==> src/rtl/piso_tx_pkg.sv <==
// Shared types and constants for the two-requester serial transmit scheduler.
package piso_tx_pkg;

  // Scheduler states: waiting for a word, shifting a frame out, forced idle gap.
  typedef enum logic [1:0] {
    ST_IDLE  = 2'd0,
    ST_SHIFT = 2'd1,
    ST_GAP   = 2'd2
  } state_t;

  // Source identifiers, also used as the round-robin priority pointer value.
  localparam logic SRC_A = 1'b0;
  localparam logic SRC_B = 1'b1;

  // Default frame length and inter-frame gap.
  localparam int DEF_WIDTH = 4;
  localparam int DEF_GAP   = 1;

endpackage

==> src/rtl/piso_shifter.sv <==
// Parallel-in / serial-out shift register, MSB first, zero fill.
module piso_shifter #(
  parameter int WIDTH = 4
) (
  input  logic             clk,
  input  logic             reset,
  input  logic             load,
  input  logic             shift_en,
  input  logic [WIDTH-1:0] d,
  output logic             q
);

  logic [WIDTH-1:0] r_sh;

  // Load wins over shift; otherwise hold the current contents.
  always_ff @(posedge clk or posedge reset) begin
    if (reset) begin
      r_sh <= '0;
    end else if (load) begin
      r_sh <= d;
    end else if (shift_en) begin
      r_sh <= {r_sh[WIDTH-2:0], 1'b0};
    end
  end

  assign q = r_sh[WIDTH-1];

endmodule

==> src/rtl/piso_tx_scheduler.sv <==
// Round-robin scheduler feeding words from requesters A and B into one
// serial shifter, with framing, frame-done pulse and inter-frame gap.
module piso_tx_scheduler
  import piso_tx_pkg::*;
#(
  parameter int WIDTH = DEF_WIDTH,
  parameter int GAP   = DEF_GAP
) (
  input  logic             clk,
  input  logic             reset,
  input  logic             a_valid,
  input  logic [WIDTH-1:0] a_data,
  output logic             a_ready,
  input  logic             b_valid,
  input  logic [WIDTH-1:0] b_data,
  output logic             b_ready,
  output logic             ser_out,
  output logic             ser_frame,
  output logic             ser_src,
  output logic             frame_done,
  output logic             busy
);

  localparam int CW       = $clog2(WIDTH);
  localparam int GW       = (GAP > 1) ? $clog2(GAP) : 1;
  localparam int GAP_LAST = (GAP > 0) ? GAP - 1 : 0;

  state_t           r_state;
  state_t           w_state_next;
  logic [CW-1:0]    r_cnt;
  logic [GW-1:0]    r_gap;
  logic             r_prio;
  logic             r_src;

  logic             w_hs;
  logic             w_last_bit;
  logic             w_gap_end;
  logic             w_shift_q;
  logic             w_shift_en;
  logic [WIDTH-1:0] w_load_data;

  assign w_last_bit  = (r_cnt == CW'(WIDTH - 1));
  assign w_gap_end   = (r_gap == GW'(GAP_LAST));
  assign w_hs        = a_ready | b_ready;
  assign w_shift_en  = (r_state == ST_SHIFT);
  assign w_load_data = b_ready ? b_data : a_data;

  assign busy    = (r_state != ST_IDLE);
  assign ser_src = r_src;

  piso_shifter #(.WIDTH(WIDTH)) u_shifter (
    .clk      (clk),
    .reset    (reset),
    .load     (w_hs),
    .shift_en (w_shift_en),
    .d        (w_load_data),
    .q        (w_shift_q)
  );

  // State register.
  always_ff @(posedge clk or posedge reset) begin
    if (reset) begin
      r_state <= ST_IDLE;
    end else begin
      r_state <= w_state_next;
    end
  end

  // Next-state, arbitration (ready) and serial framing outputs.
  // Ready is gated by reset so every output reads 0 while reset is held.
  always_comb begin
    w_state_next = r_state;
    a_ready      = 1'b0;
    b_ready      = 1'b0;
    ser_out      = 1'b0;
    ser_frame    = 1'b0;
    frame_done   = 1'b0;
    case (r_state)
      ST_IDLE: begin
        a_ready = !reset && a_valid && (!b_valid || (r_prio == SRC_A));
        b_ready = !reset && b_valid && (!a_valid || (r_prio == SRC_B));
        if (a_ready || b_ready) begin
          w_state_next = ST_SHIFT;
        end
      end
      ST_SHIFT: begin
        ser_out   = w_shift_q;
        ser_frame = 1'b1;
        if (w_last_bit) begin
          frame_done   = 1'b1;
          w_state_next = (GAP > 0) ? ST_GAP : ST_IDLE;
        end
      end
      ST_GAP: begin
        if (w_gap_end) begin
          w_state_next = ST_IDLE;
        end
      end
      default: w_state_next = ST_IDLE;
    endcase
  end

  // Bit/gap counters, source tag and round-robin pointer.
  // The pointer moves to the side that lost (or did not ask) on every grant.
  always_ff @(posedge clk or posedge reset) begin
    if (reset) begin
      r_cnt  <= '0;
      r_gap  <= '0;
      r_prio <= SRC_A;
      r_src  <= SRC_A;
    end else begin
      if (w_hs) begin
        r_cnt  <= '0;
        r_src  <= b_ready ? SRC_B : SRC_A;
        r_prio <= b_ready ? SRC_A : SRC_B;
      end else if (r_state == ST_SHIFT) begin
        r_cnt <= r_cnt + CW'(1);
      end
      if (r_state == ST_SHIFT) begin
        r_gap <= '0;
      end else if (r_state == ST_GAP) begin
        r_gap <= r_gap + GW'(1);
      end
    end
  end

endmodule

==> config.mk <==
export PLATFORM = sky130hd
export DESIGN_NAME = piso_tx_scheduler
export DESIGN_NICKNAME = d
export VERILOG_FILES = /design/src/rtl/piso_tx_pkg.sv /design/src/rtl/piso_shifter.sv /design/src/rtl/piso_tx_scheduler.sv
export SDC_FILE = /design/constraint.sdc
export NUM_CORES = 1
export LEC_CHECK = 0
export CORE_MARGIN = 10
export CORE_UTILIZATION = 49
export CTS_CLUSTER_DIAMETER = 150
export DETAILED_ROUTE_END_ITERATION = 10
export PLACE_DENSITY = 0.92
export SLEW_MARGIN = 10
export SYNTH_ARGS = -nofsm -noshare
export SYNTH_HDL_FRONTEND = slang
export SYNTH_SLANG_ARGS = --single-unit
==> constraint.sdc <==
create_clock -name clk -period 2.7 [get_ports clk]
set_input_delay 0.54 -clock clk [delete_from_list [all_inputs] [get_ports clk]]
set_output_delay 0.54 -clock clk [all_outputs]
set_load 0.02 [all_outputs]
Word-level counts from Yosys, hierarchy flattened
Cells that the tools add are included.
{ "totals": {"ff_bits": 11, "input_bits": 12} }
{ "op_classes": {"n_addsub": 2, "n_eq_ne": 6, "muxes": 19, "bitwise": 2, "reduce_logical": 15} }
{ "ops": {"columns": ["cell", "n"], "rows": [
  ["$mux W4", 3],
  ["$mux W1", 10],
  ["$mux W2", 5],
  ["$ne A2 B2 Y1 const B", 3],
  ["$pmux W2 S3", 1],
  ["$reduce_bool A2 Y1", 3],
  ["$eq A2 B2 Y1 const B", 2],
  ["$logic_and A1 B1 Y1", 4],
  ["$logic_not A1 Y1", 3],
  ["$logic_or A1 B1 Y1", 3],
  ["$reduce_and A3 Y1", 1],
  ["$add A2 B1 Y2 const B", 1],
  ["$eq A2 B1 Y1 const B", 1],
  ["$logic_not A2 Y1", 1],
  ["$add A1 B1 Y1 const B", 1],
  ["$not A1 Y1", 1],
  ["$or A1 B1 Y1", 1]
]} }

Depth between registers and ports, before layout
{ "logic_depth": {"depth_word": 6, "mapped_depth": 6} }

Hierarchy
From an unflattened synthesis, not the netlist that was laid out.
{ "unflattened": {"hier_cells": 62, "hier_area_um2": 638.1} }
{ "modules_own_cells": {"columns": ["mod", "instances", "cells_per_inst", "area_per_inst_um2", "seq_area_each_um2"], "rows": [
  ["piso_tx_scheduler", 1, 45, 462.9, 175.2],
  ["piso_shifter", 1, 17, 175.2, 100.1]
]} }

Worst setup path before layout
Ideal clock, no wire load.
{ "synth_timing": {"path_type": "register to output", "start": "register r_state[0]", "end": "output port a_ready", "arrival_time_ps": 1222, "required_ps": 2160, "path_slack_ps": 938, "path_stages_with_launch": 6, "path_cell_list": "dfrtp_1 inv_1 ha_1 nor2b_1 nand3_1 inv_1"} }
{ "synth_via": {"elab_chain_cells": 2} }
{ "synth_rtl": {"columns": ["item", "line_no", "text"], "rows": [
  ["start, declared", "piso_tx_scheduler.sv:28", "state_t r_state;"],
  ["start signal, assigned", "piso_tx_scheduler.sv:65", "r_state <= w_state_next;"],
  ["$logic_not A2 Y1", "piso_tx_scheduler.sv:78", "case (r_state)"],
  ["$mux W1", "piso_tx_scheduler.sv:78", null],
  ["end, declared", "piso_tx_scheduler.sv:13", "output logic a_ready,"]
]} }
No other way between the ends.

Worst setup path in the final report
{ "layout_timing": {"start": "register r_state[1]", "end": "output port a_ready"} }
Same word-level chain as after synthesis.

==> flow_metrics.py <==
metrics = {
    "synthesis": {
        "syn_area_um2": 673.1,
        "syn_inst": 66,
        "syn_area_per_cell_um2": 10.20,
        "ys_warn_count": 0,
        "synth-seq-cells": 11,
        "ys.flop_type": "dfrtp_1",
        "syn-num-nets": 83,
        "async_reset_ff_share_pct": 100.0,
        "yosysSeqAreaShare_pct": 40.89,
        "synth-edff-count": 0,
        "synth_cell_type_count": 27,
    },
    "global_routing": {
        "gr-usage-all-layers_pct": 9.667,
        "grt_pass1_vias": 625,
        "grt_max_degree": 13,
        "grt-ovfl-total": 0,
        "grt_pass1_wl_um": 2697,
        "antenna_found_initial": 0,
    },
    "final_layout": {
        "final_cell_count_no_fill": 105,
        "nets": 108,
        "final_core_util_pct": 70.10,
        "fillCellCount": 95,
        "layout_commonest_cell": "clkdlybuf4s50_1",
        "areaGrowthSynthToFinish_pct": 35.50,
        "regArea_um2": 275.3,
        "antenna-diode-count": 0,
        "design_area_um2": 912.1,
        "drive_gt1_share_pct": 10.00,
        "multiInputGateArea_um2": 349.1,
        "final_cell_mix": "clkdlybuf4s50_1, dfrtp_1, inv_1, nor2_1, ha_1",
    },
    "die": {
        "start_util_pct": 51.73,
        "fp.dieW_um": 57.07,
        "num_rows": 13,
        "core_um2": 1301,
        "dieArea_um2": 3256,
        "io_pins": 19,
        "fp.dieH_um": 57.07,
    },
    "drt": {
        "drc": 0,
        "wl_um": 1626,
        "routed_via_density": 5.562,
        "initialDrtViolationCount": 20,
        "first_pass_iters": 4,
        "final_antenna_net_count": 0,
        "wl_per_cell_um": 15.49,
        "num_vias": 584,
    },
    "pwr": {
        "p_leak_nw": 0.4334,
        "power_density_nw_per_um2": 1048,
        "max-vdd-ir-drop_mv": 0.6583,
    },
    "timing": {
        "finalCritPeriodShare_pct": 94.94,
        "finalSetupTns_ps": 0,
        "period_minus_slack_ps": 2563,
        "max_freq_mhz": 390.1,
        "finClkSkew_ps": 4.651,
        "rsz0062_at_grt": "no",
        "whs_ps": 476.9,
        "setup-violations-final": 0,
        "finalMaxSlewViolations": 0,
        "slew-limit-headroom_pct": 70.05,
        "hold_viol": 0,
        "worstMarginPinSlew_ps": 449.3,
    },
    "clocking": {
        "clockRootBuffer": "clkbuf_4",
        "cts_inserted_buffers": 3,
        "clock_path_buffers": 2,
        "cts_sinks": 11,
        "cts_hold_buf": 0,
        "cts_tree": "done",
        "clk_pin_slew_ps": 70,
        "clk_latency_ps": 260,
        "h-tree-depth": 1,
    },
    "placement": {
        "gp_congestion": 0.8728,
        "dp_hpwl_um": 1226,
        "post_dp_cell_area_um2": 883.3,
        "placed_cells": 101,
        "portBuffers": 18,
    },
    "critical_path": {
        "worstPathCellList": "inv_1 > ha_1 > nor2b_1 > nand3_1 > inv_1 > clkdlybuf4s50_1",
        "cp-end-kind": "output pin",
        "r2r-end": "r_state[1]$_DFFE_PP0P_",
        "arrival_ps": 2020,
        "reg2reg_from": "r_state[1]$_DFFE_PP0P_",
        "worstSetupStartpointType": "flip-flop",
        "rrSetupSlack_ps": 900,
        "worstRegToRegCells": 4,
        "worstSetupPathType": "flip-flop to output pin",
        "required_ps": 2160,
        "critical_path.max_fanout": 5,
        "critPathMostFrequentCell": "inv_1",
        "slowest_delay_ps": 600,
        "crit_path_top_delay_cell": "clkdlybuf4s50_1",
    },
    "hold_path": {
        "min_path_type": "flip-flop to flip-flop",
        "holdCritStartpoint": "r_gap$_DFFE_PP0P_",
        "whs_endpoint": "r_gap$_DFFE_PP0P_",
        "min_path_cells": 1,
    },
    "run": {
        "max-cap-violations": 0,
    },
    "run_status": {
        "outcome": "finished clean",
    },
}
[stage by stage]
stage          setup WS (ps)  total power, mW
6_report               136.6           0.9563
5_1_grt                12.47            1.039
4_1_cts                16.45           0.9612
3_5_place_dp           47.22           0.8436
3_3_place_gp           82.67           0.8185
2_1_floorplan          937.8           0.6798
[metal layers]
| metal | share of wire [%] | up-vias | track usage, % |
|---|---|---|---|
| li1 | - | 281 | - |
| met1 | 43 | 276 | 11.67 |
| met2 | 47 | 25 | 15.66 |
| met3 | 8.9 | 2 | 3.319 |
| met4 | 1.3 | 0 | 3.020 |
| met5 | 0 | - | 0 |
[power breakdown]
part	internal (mW)	total, mW	switching (mW)	leakage (nW)
Combinational	0.274	0.544	0.270	0.286
Clock	0.0570	0.111	0.0544	0.0150
Sequential	0.251	0.301	0.0502	0.133
Total	0.581	0.956	0.375	0.433
[worst max-delay path, delay by kind of cell, from the launching register on]
| family | cells | cell delay, ps |
|---|---|---|
| buf+inv | 3 | 790 |
| flops | 1 | 400 |
| fa+ha+maj | 1 | 250 |
| simple gates | 2 | 340 |
[logic make-up (layout without fill, tap and decap cells)]
| kind of cell | Yosys count | after routing | share of synthesized area, % |
|---|---|---|---|
| multiplexers | 7 | 7 | 11.15 |
| AND/OR/NAND/NOR | 20 | 20 | 16.54 |
| XOR/XNOR | 1 | 1 | 1.301 |
| adder cells (fa/ha/maj) | 5 | 5 | 9.294 |
| buffers and inverters | 10 | 34 | 7.250 |
| AO/OA/AOI/OAI | 12 | 12 | 13.57 |
| flip-flops | 11 | 11 | 40.89 |
[synth_stat cells, types with 2 or more instances]
| library cell | n | area share [%] |
|---|---|---|
| ha_1 | 5 | 9.3 |
| nor2_1 | 5 | 2.8 |
| nand2b_1 | 3 | 2.8 |
| a31oi_1 | 2 | 1.9 |
| nand2_1 | 2 | 1.1 |
| nand3_1 | 3 | 2.2 |
| inv_1 | 7 | 3.9 |
| and2_1 | 3 | 2.8 |
| mux2_1 | 3 | 5.0 |
| o31ai_1 | 2 | 2.2 |
| nor4b_1 | 2 | 2.6 |
| o221a_1 | 2 | 3.3 |
| mux2i_1 | 3 | 4.5 |
| dfrtp_1 | 11 | 41 |
[flip-flops by register name, summed over array words and instances, names as in the netlist]
register,cells
r_cnt,2
r_state,2
r_prio,1
ser_src,1
r_gap,1
u_shifter.r_sh,4
[final cells by class]
type / count / share of cell area [%]
Sequential cell: 11 / 30.18
Clock buffer: 4 / 2.881
Multi-Input combinational cell: 45 / 38.27
Inverter: 8 / 3.292
Tap cell: 15 / 2.058
Timing Repair Buffer: 22 / 23.32
[worst max path at each step]
stage                          to  cells past startpoint  slack [ps]                    from
final                     a_ready                      6         140  r_state[1]$_DFFE_PP0P_
after global routing      ser_out                      4          10  r_state[1]$_DFFE_PP0P_
after CTS                 b_ready                      5          20                   reset
after detailed placement  b_ready                      5          50                   reset
after global placement    b_ready                      5          80                   reset
after floorplan           a_ready                      5         940  r_state[0]$_DFFE_PP0P_
[what timing repair did]
action                     CTS  global route
resized for setup            0             1
setup endpoints to repair    0             1
buffers inserted             0             0
Power figures use the tool's default switching activity.
